### src/rtl/ram_loader_pkg.sv
// Shared types and helpers for the RAM loader: FSM state encoding, the packed
// control-output bundle and the phase-counter width function.
package ram_loader_pkg;

  typedef enum logic [2:0] {
    ST_IDLE,
    ST_ACCEPT,
    ST_SETUP,
    ST_WRITE,
    ST_HOLD,
    ST_CPU_RST,
    ST_RUN,
    ST_HALT
  } ldr_state_t;

  typedef struct packed {
    logic s_ready;
    logic sw4;
    logic prog;
    logic sw8;
    logic clk_en;
    logic busy;
    logic halted;
  } ldr_ctl_t;

  function automatic int phase_width(input int setup_cyc, input int we_cyc, input int rst_cyc);
    int m;
    m = setup_cyc;
    if (we_cyc > m) m = we_cyc;
    if (rst_cyc > m) m = rst_cyc;
    return $clog2(m) + 1;
  endfunction

  // Control outputs as a pure function of the state being entered.
  function automatic ldr_ctl_t decode_ctl(input ldr_state_t st);
    ldr_ctl_t c;
    c = '{s_ready: 1'b0, sw4: 1'b1, prog: 1'b0, sw8: 1'b1,
          clk_en: 1'b0, busy: 1'b0, halted: 1'b0};
    case (st)
      ST_ACCEPT:  begin c.s_ready = 1'b1; c.busy = 1'b1; end
      ST_SETUP:   c.busy = 1'b1;
      ST_WRITE:   begin c.sw4 = 1'b0; c.busy = 1'b1; end
      ST_HOLD:    c.busy = 1'b1;
      ST_CPU_RST: begin c.prog = 1'b1; c.clk_en = 1'b1; c.busy = 1'b1; end
      ST_RUN:     begin c.prog = 1'b1; c.sw8 = 1'b0; end
      ST_HALT:    begin c.prog = 1'b1; c.sw8 = 1'b0; c.halted = 1'b1; end
      default:    ;
    endcase
    return c;
  endfunction

endpackage

### src/rtl/ram_loader_phase_timer.sv
// Loadable down-counter timing the SETUP, WRITE and CPU_RST phases.
// Loading value V makes done rise on the V-th cycle after the load edge.
module phase_timer #(
  parameter int W = 2
) (
  input  logic         clk,
  input  logic         clr,
  input  logic         load,
  input  logic [W-1:0] load_val,
  output logic         done
);

  logic [W-1:0] cnt_q, cnt_d;

  always_comb begin
    cnt_d = cnt_q;
    if (load)
      cnt_d = load_val;
    else if (cnt_q > W'(1))
      cnt_d = cnt_q - 1'b1;
  end

  always_ff @(posedge clk) begin
    // NOTE: sequential state uses non-blocking assignments only.
    if (clr) cnt_q <= '0;
    else     cnt_q <= cnt_d;
  end

  assign done = (cnt_q <= W'(1));

endmodule

### src/rtl/ram_loader.sv
// Streams (address, data) words into the computer's RAM via its manual switches,
// then resets and runs the CPU until it halts.
module ram_loader
  import ram_loader_pkg::*;
#(
  parameter int N         = 8,
  parameter int A         = 4,
  parameter int SETUP_CYC = 1,
  parameter int WE_CYC    = 2,
  parameter int RST_CYC   = 2
) (
  input  logic         clk,
  input  logic         clr,
  input  logic         start,
  input  logic         s_valid,
  output logic         s_ready,
  input  logic [A-1:0] s_addr,
  input  logic [N-1:0] s_data,
  input  logic         s_last,
  input  logic         hlt,
  output logic [A-1:0] sw_mar,
  output logic [N-1:0] sw_dat,
  output logic         sw4,
  output logic         prog,
  output logic         sw8,
  output logic         cpu_clk_en,
  output logic         busy,
  output logic         halted,
  output logic [A:0]   wcount
);

  localparam int       PW   = phase_width(SETUP_CYC, WE_CYC, RST_CYC);
  localparam logic [A:0] WMAX = {1'b1, {A{1'b0}}};

  ldr_state_t   state_q, state_d;
  ldr_ctl_t     ctl_q, ctl_d;
  logic [A-1:0] sw_mar_q, sw_mar_d;
  logic [N-1:0] sw_dat_q, sw_dat_d;
  logic [A:0]   wcount_q, wcount_d;
  logic         last_q, last_d;
  logic         tmr_load, tmr_done;
  logic [PW-1:0] tmr_val;

  phase_timer #(.W(PW)) u_timer (
    .clk      (clk),
    .clr      (clr),
    .load     (tmr_load),
    .load_val (tmr_val),
    .done     (tmr_done)
  );

  always_comb begin
    // NOTE: every signal written here gets a default first, so no latch is inferred.
    state_d  = state_q;
    sw_mar_d = sw_mar_q;
    sw_dat_d = sw_dat_q;
    wcount_d = wcount_q;
    last_d   = last_q;
    tmr_load = 1'b0;
    tmr_val  = '0;
    case (state_q)
      ST_IDLE: if (start) begin
        state_d  = ST_ACCEPT;
        wcount_d = '0;
      end
      ST_ACCEPT: if (s_valid) begin
        state_d  = ST_SETUP;
        sw_mar_d = s_addr;
        sw_dat_d = s_data;
        last_d   = s_last;
        tmr_load = 1'b1;
        tmr_val  = PW'(SETUP_CYC);
      end
      ST_SETUP: if (tmr_done) begin
        state_d  = ST_WRITE;
        tmr_load = 1'b1;
        tmr_val  = PW'(WE_CYC);
      end
      ST_WRITE: if (tmr_done) state_d = ST_HOLD;
      ST_HOLD: begin
        if (wcount_q != WMAX) wcount_d = wcount_q + 1'b1;
        if (last_q) begin
          state_d  = ST_CPU_RST;
          tmr_load = 1'b1;
          tmr_val  = PW'(RST_CYC);
        end else begin
          state_d = ST_ACCEPT;
        end
      end
      ST_CPU_RST: if (tmr_done) state_d = ST_RUN;
      ST_RUN: begin
        if (start) begin
          state_d  = ST_ACCEPT;
          wcount_d = '0;
        end else if (hlt) begin
          state_d = ST_HALT;
        end
      end
      ST_HALT: if (start) begin
        state_d  = ST_ACCEPT;
        wcount_d = '0;
      end
      default: state_d = ST_IDLE;
    endcase
    ctl_d = decode_ctl(state_d);
  end

  always_ff @(posedge clk) begin
    if (clr) begin
      state_q  <= ST_IDLE;
      ctl_q    <= decode_ctl(ST_IDLE);
      sw_mar_q <= '0;
      sw_dat_q <= '0;
      wcount_q <= '0;
      last_q   <= 1'b0;
    end else begin
      state_q  <= state_d;
      ctl_q    <= ctl_d;
      sw_mar_q <= sw_mar_d;
      sw_dat_q <= sw_dat_d;
      wcount_q <= wcount_d;
      last_q   <= last_d;
    end
  end

  assign s_ready = ctl_q.s_ready;
  assign sw4     = ctl_q.sw4;
  assign prog    = ctl_q.prog;
  assign sw8     = ctl_q.sw8;
  assign busy    = ctl_q.busy;
  assign halted  = ctl_q.halted;
  assign sw_mar  = sw_mar_q;
  assign sw_dat  = sw_dat_q;
  assign wcount  = wcount_q;
  // In RUN the enable drops combinationally with hlt so the CPU sees no edge after halting.
  assign cpu_clk_en = ctl_q.clk_en | ((state_q == ST_RUN) & ~hlt);

endmodule

### config.mk
export PLATFORM = sky130hd
export DESIGN_NAME = ram_loader
export DESIGN_NICKNAME = d
export VERILOG_FILES = /design/src/rtl/ram_loader_pkg.sv /design/src/rtl/ram_loader_phase_timer.sv /design/src/rtl/ram_loader.sv
export SDC_FILE = /design/constraint.sdc
export NUM_CORES = 1
export LEC_CHECK = 0
export CAP_MARGIN = 20
export CELL_PAD_IN_SITES_DETAIL_PLACEMENT = 1
export CELL_PAD_IN_SITES_GLOBAL_PLACEMENT = 1
export CORE_ASPECT_RATIO = 1.25
export CORE_MARGIN = 8
export CORE_UTILIZATION = 31
export CTS_BUF_LIST = sky130_fd_sc_hd__clkbuf_4
export CTS_CLUSTER_SIZE = 16
export DETAILED_ROUTE_END_ITERATION = 6
export HOLD_SLACK_MARGIN = 0.1
export PLACE_DENSITY = 0.88
export SLEW_MARGIN = 40
export SYNTH_ARGS = -nofsm -noshare
export SYNTH_HDL_FRONTEND = slang
export SYNTH_SLANG_ARGS = --single-unit
### constraint.sdc
create_clock -name clk -period 1.53 [get_ports clk]
set_clock_uncertainty 0.1 [all_clocks]
set_input_delay 0.2295 -clock clk [delete_from_list [all_inputs] [get_ports clk]]
set_output_delay 0.2295 -clock clk [all_outputs]
set_load 0.005 [all_outputs]
==> results of run 1 <==
## timing repair
item | in CTS | in global routing
buffers inserted | 5 | 4
pin swaps | 5 | 13
resized for setup | 40 | 36
hold endpoints to repair | 0 | 0
setup endpoints to repair | 42 | 39
## critical path, delay by kind of cell (launching register included)
family                     cells  cell delay (ps)
and+or+nand+nor                2              490
AOI/OAI and AO/OA              2              450
DFF                            1              350
buffers and inverters          2              200
adders and majority gates      1              150
## sequential cells by signal (all words and copies together), names as in the netlist
signal         cells
sw4                1
u_timer.cnt_q      2
busy               1
prog               1
ctl_q              1
wcount             5
halted             1
sw8                1
last_q             1
s_ready            1
sw_mar             4
sw_dat             8
state_q            3
## cell type report
cell class / instances / area, sq um
inverters: 4 / 15.0
fillers: 473 / 1790
flip-flops and latches: 30 / 621
well taps: 56 / 70.1
clock inverters: 3 / 40.0
clock buffers: 5 / 37.5
repair buffers: 76 / 692
multi-input cells: 113 / 802
## cells by family after synthesis
logic type,Yosys count,synth area share [%]
xor+xnor,3,2.01
mux,1,0.766
compound gates,36,17.8
buf+inv,13,5.36
simple gates,70,25.3
fa+ha+maj,3,2.87
flops,30,45.9
## synth_stat cells (2+ instances only)
master    instances  area share (%)
nand2_1          32             9.2
dfxtp_1          30              46
a21oi_1          16             6.1
nor2_1           16             4.6
buf_4             5             2.9
inv_1             4             1.1
nand2b_1          4             1.9
o21ai_0           4             1.5
ha_1              3             2.9
nor3_1            3             1.1
or3_1             3             1.4
a31o_2            2             1.3
buf_2             2            0.77
clkbuf_1          2            0.57
nand3b_1          2             1.1
nor2b_1           2            0.96
o21a_1            2             1.1
xnor2_1           2             1.3
## through the flow
| step | util [%] | power, mW | setup TNS (ps) | std cells | instance area (sq um) |
|---|---|---|---|---|---|
| finish | 56.0 | 2.19 | -1930 | 287 | 2280 |
| global route | 56.0 | 2.32 | -2890 | 287 | 2280 |
| CTS | 52.2 | 2.12 | -1210 | 284 | 2120 |
| detailed placement | 48.1 | 1.45 | -5660 | 271 | 1960 |
| global placement | 48.1 | 1.42 | -4830 | 271 | 1960 |
| floorplan | - | 1.15 | -550 | 156 | 1330 |
## worst paths after layout
path | startpoint | endpoint | slack, ps | depth (start not counted)
worst max-delay path | u_timer.cnt_q[1] | busy | -300 | 7
worst min-delay path | s_data[7] | sw_dat[7] | 340 | 3
worst max register to register | u_timer.cnt_q[1] | busy | -300 | 7
worst min register to register | sw_mar[2] | sw_mar[2] | 360 | 2
## power by group
group / total [mW] / switching [mW] / internal (mW)
sequential: 0.886 / 0.0440 / 0.842
combinational: 0.680 / 0.315 / 0.364
clock: 0.626 / 0.288 / 0.338
total: 2.19 / 0.647 / 1.54
## metal layers
| layer | global-route usage (%) | up-vias | wire length (microns) | part of all wire (%) |
|---|---|---|---|---|
| met3 | 5.67 | 15 | 282 | 6.1 |
| li1 | - | 680 | - | - |
| met5 | 0 | - | 0 | 0 |
| met1 | 13.6 | 670 | 1680 | 37 |
| met4 | 5.10 | 0 | 193 | 4.2 |
| met2 | 24.8 | 43 | 2450 | 53 |
==> impl_metrics.env, run 1 <==
export IMPL_post_route_min_period_ps=1830
export IMPL_synth_cells=156
export IMPL_worst_slew_pin_slew_ps=364
export IMPL_setup_viol=15
export IMPL_drive_above_1_share_pct=36.8
export IMPL_holdBufCountCts=0
export IMPL_critPathLaunchType="flip-flop"
export IMPL_htree_levels=2
export IMPL_fp_dieH_microns=88.6
export IMPL_vdd_drop_max_mv=0.472
export IMPL_fp_coreArea_sq_um=4070
export IMPL_final_common_cell="buf_4"
export IMPL_grt_setup_unrepaired="true"
export IMPL_finalHoldViolCount=0
export IMPL_vias=1408
export IMPL_syn_to_final_growth_pct=74.2
export IMPL_grt_use_total_pct=13.8
export IMPL_dieArea_sq_um=6560
export IMPL_slew_violations=0
export IMPL_drt_total_wl_mm=4.61
export IMPL_crit_fanout=4
export IMPL_slew_headroom_pct=75.7
export IMPL_crit_chain="inv_2 -> ha_4 -> nand2b_4 -> or3_4 -> a41o_1 -> buf_4 -> o21ba_1"
export IMPL_status="complete, but fails checks"
export IMPL_first_pass_iters=4
export IMPL_clk_path_buf_depth=2
export IMPL_worstSetupPathType="flip-flop to flip-flop"
export IMPL_worstPathArrival_ps=1960
export IMPL_seq_area_frac_synth_pct=45.9
export IMPL_io_pins=42
export IMPL_violations="setup timing"
export IMPL_layout_common_cells="buf_4 (32), nand2_1 (31), dfxtp_1 (18)"
export IMPL_synth_ff_type="dfxtp_1"
export IMPL_fin_crit_sh_pct=119
export IMPL_hpwl_mm=3.19
export IMPL_hold_ws_ps=337
export IMPL_hold_path_class="input port to flip-flop"
export IMPL_ys_ff_latch=30
export IMPL_critPathRequiredTime_ps=1660
export IMPL_synth_area_sq_um=1310
export IMPL_cts_tree="built"
export IMPL_cts_clk_slew_worst_paths_ps=100
export IMPL_grt_overflow=0
export IMPL_wl_per_cell_microns=16.1
export IMPL_cpMaxStageDelayCell="dfxtp_2"
export IMPL_ant_nets=0
export IMPL_syn_nets=177
export IMPL_p_per_area_nw_per_um2=962
export IMPL_crit_path_end_kind="flip-flop"
export IMPL_place_congestion=0.761
export IMPL_p_leak_nw=1.07
export IMPL_synth_edf_count=0
export IMPL_worst_slack_ps=-295
export IMPL_io_buffer_count=41
export IMPL_cts_root_buf="clkbuf_4"
export IMPL_yosys_warnings=0
export IMPL_avgSynthCellArea_sq_um=8.38
export IMPL_start_util_pct=32.2
export IMPL_critical_path_max_stage_delay_ps=350
export IMPL_clock_latency_ps=330
export IMPL_async_reset_ff_share_pct=0
export IMPL_synth_cell_types=40
export IMPL_max_cap_violations=0
export IMPL_die_w_microns=74.1
export IMPL_route_detailed_drc=0
export IMPL_numCtsBuffers=5
export IMPL_max_freq_mhz=548
export IMPL_place_ws_ps=-401
export IMPL_cts_sinks=30
export IMPL_grt_antenna_before_repair=0
export IMPL_grt_pass1_wl_mm=6.98
export IMPL_fin_nets=251
export IMPL_grt_max_degree=11
export IMPL_grt_pass1_vias=1485
export IMPL_post_drt_via_cell_ratio=4.91
export IMPL_fp_row_count=26
export IMPL_n_antenna_cell=0
export IMPL_drtIter0Drc=43
(Power assumes the default switching activity.)
==> run 2: changes to the inputs <==
ABC_CLOCK_PERIOD_IN_PS = 1530   (was unset)
CAP_MARGIN = unset   (was 20)
PLACE_DENSITY = unset   (was 0.88)
PLACE_DENSITY_LB_ADDON = 0.25   (was unset)
==> run 2 against run 1 <==
Against the previous run: the flow still finishes with violations (setup timing); critical path depth shrank 1; global-route usage grew 0.31 points; wire length shrank 3.2%; cell area rose by 2.5%; via count decreased by 1.7%; total power rose by 0.42%; combinational power about the same; utilization increased by 1.4 points; worst setup slack improved by 140 ps; sequential power is 0.5% higher; non-clock buffer count is the same; clock power rose by 1%; largest cell class unchanged; highest routed layer unchanged.
==> impl_metrics.env, run 2 (synthesized netlist as in run 1, its figures left out) <==
export IMPL_io_buffer_count=41
export IMPL_crit_path_end="busy"
export IMPL_vdd_drop_max_mv=0.522
export IMPL_cts_root_buf="clkbuf_4"
export IMPL_r2r_end="busy"
export IMPL_vias=1384
export IMPL_fin_nets=251
export IMPL_drt_total_wl_mm=4.46
export IMPL_total_power_mw=2.20
export IMPL_worst_slew_pin_slew_ps=377
export IMPL_worst_slack_ps=-160
export IMPL_hold_path_class="input port to flip-flop"
export IMPL_ant_nets=0
export IMPL_route_detailed_drc=0
export IMPL_grt_max_degree=14
export IMPL_crit_start="u_timer.cnt_q[1]"
export IMPL_grt_overflow=0
export IMPL_fp_row_count=26
export IMPL_setup_viol=13
export IMPL_grt_setup_unrepaired="true"
export IMPL_dpl_cell_count=271
export IMPL_critPathLaunchType="flip-flop"
export IMPL_multi_input_area_sq_um=823
export IMPL_p_per_area_nw_per_um2=943
export IMPL_violations="setup timing"
export IMPL_wl_per_cell_microns=15.6
export IMPL_io_pins=42
export IMPL_hold_ws_ps=332
export IMPL_die_w_microns=74.1
export IMPL_max_cap_violations=0
export IMPL_n_antenna_cell=0
export IMPL_place_ws_ps=-392
export IMPL_syn_to_final_growth_pct=78.5
export IMPL_fp_coreArea_sq_um=4070
export IMPL_r2r_setup_slack_ps=-160
export IMPL_grt_antenna_before_repair=0
export IMPL_drive_above_1_share_pct=38.5
export IMPL_reg2reg_depth=6
export IMPL_critPathRequiredTime_ps=1680
export IMPL_drtIter0Drc=30
export IMPL_min_from="s_addr[2]"
export IMPL_p_leak_nw=1.09
export IMPL_post_route_min_period_ps=1690
export IMPL_status="complete, but fails checks"
export IMPL_place_congestion=0.835
export IMPL_grt_pass1_wl_mm=7.22
export IMPL_crit_path_end_kind="flip-flop"
export IMPL_hpwl_mm=3.15
export IMPL_htree_levels=2
export IMPL_n_fill_cell=476
export IMPL_worstPathArrival_ps=1840
export IMPL_finalHoldViolCount=0
export IMPL_clock_latency_ps=340
export IMPL_numCtsBuffers=5
export IMPL_layout_common_cells="nand2_1 (31), buf_4 (31), clkdlybuf4s50_1 (18)"
export IMPL_slew_violations=0
export IMPL_dieArea_sq_um=6560
export IMPL_first_pass_iters=4
export IMPL_post_drt_via_cell_ratio=4.82
export IMPL_cts_tree="built"
export IMPL_worstSetupPathType="flip-flop to flip-flop"
export IMPL_clk_path_buf_depth=2
export IMPL_largest_reg_flops=8
export IMPL_crit_fanout=4
export IMPL_grt_pass1_vias=1558
export IMPL_start_util_pct=32.2
export IMPL_max_freq_mhz=592
export IMPL_grt_use_total_pct=14.1
export IMPL_cts_sinks=30
export IMPL_fp_dieH_microns=88.6
export IMPL_rr_startpoint="u_timer.cnt_q[1]"
export IMPL_cts_clk_slew_worst_paths_ps=110
export IMPL_slew_headroom_pct=74.8
export IMPL_seqCellArea_sq_um=623
export IMPL_final_cells=287
export IMPL_fin_crit_sh_pct=110
run 2: cell types whose count changed in the layout (fill, tap and decap cells not counted), sizes merged:
cell / delta
clkdlybuf4s50: +1
clkdlybuf4s15: +1
dlygate4sd2: -2
dlymetal6s2s: +1
buf: -2
clkbuf: +1
run 2: worst min path at each step:
| stage | to | slack, ps | cells after the start |
|---|---|---|---|
| CTS | sw_mar[2] | 310 | 3 |
| floorplan | last_q | 270 | 2 |
| detailed placement | sw_dat[0] | 350 | 2 |
| global route | sw_mar[2] | 330 | 3 |
| global placement | sw_dat[6] | 340 | 2 |
| finish | sw_mar[2] | 330 | 3 |
run 2: where the power goes:
part           internal (mW)  switching [mW]
Combinational          0.371           0.308
Sequential             0.844          0.0451
Clock                  0.338           0.294
Total                   1.55           0.647
run 2: area by class of cell:
type                    instances  area share [%]
repair buffers                 76            31.0
inverters                       4           0.643
multi-input cells             113            35.3
clock buffers                   5            1.61
flip-flops and latches         30            26.7
well taps                      56            3.00
clock inverters                 3            1.72
run 2: critical path: stages (launching register included):
cell,delay [ps]
dfxtp_2,350
inv_2,40
ha_4,150
nand2b_4,150
or3_1,310
a41o_1,300
o21ba_1,190
run 2: timing repair:
| action | in CTS | in global routing |
|---|---|---|
| resized for setup | 47 | 30 |
| buffers inserted | 4 | 3 |
| hold buffers | 0 | 0 |
| gates cloned | 0 | 1 |
| setup endpoints to repair | 45 | 41 |
| pin swaps | 8 | 10 |
run 2: through the flow:
step / util, % / TNS, ps / cell area (sq um)
2_1_floorplan: - / -550 / 1330
3_3_place_gp: 48.4 / -4040 / 1970
3_5_place_dp: 48.4 / -5100 / 1970
4_1_cts: 53.4 / -1230 / 2170
5_1_grt: 57.4 / -2470 / 2330
6_report: 57.4 / -1290 / 2330
run 2: routing by layer:
metal / vias to the layer above / track usage (%) / wire length, microns
met4: 0 / 5.10 / 49
met3: 5 / 5.78 / 301
met2: 36 / 25.6 / 2370
li1: 681 / - / -
met5: - / 0 / 0
met1: 662 / 13.7 / 1750
==> run 3: changes to the inputs <==
HOLD_SLACK_MARGIN = 0.08   (was 0.1)
==> results of run 3 <==
Final layout, timing and power as in run 2 (identical DEF).
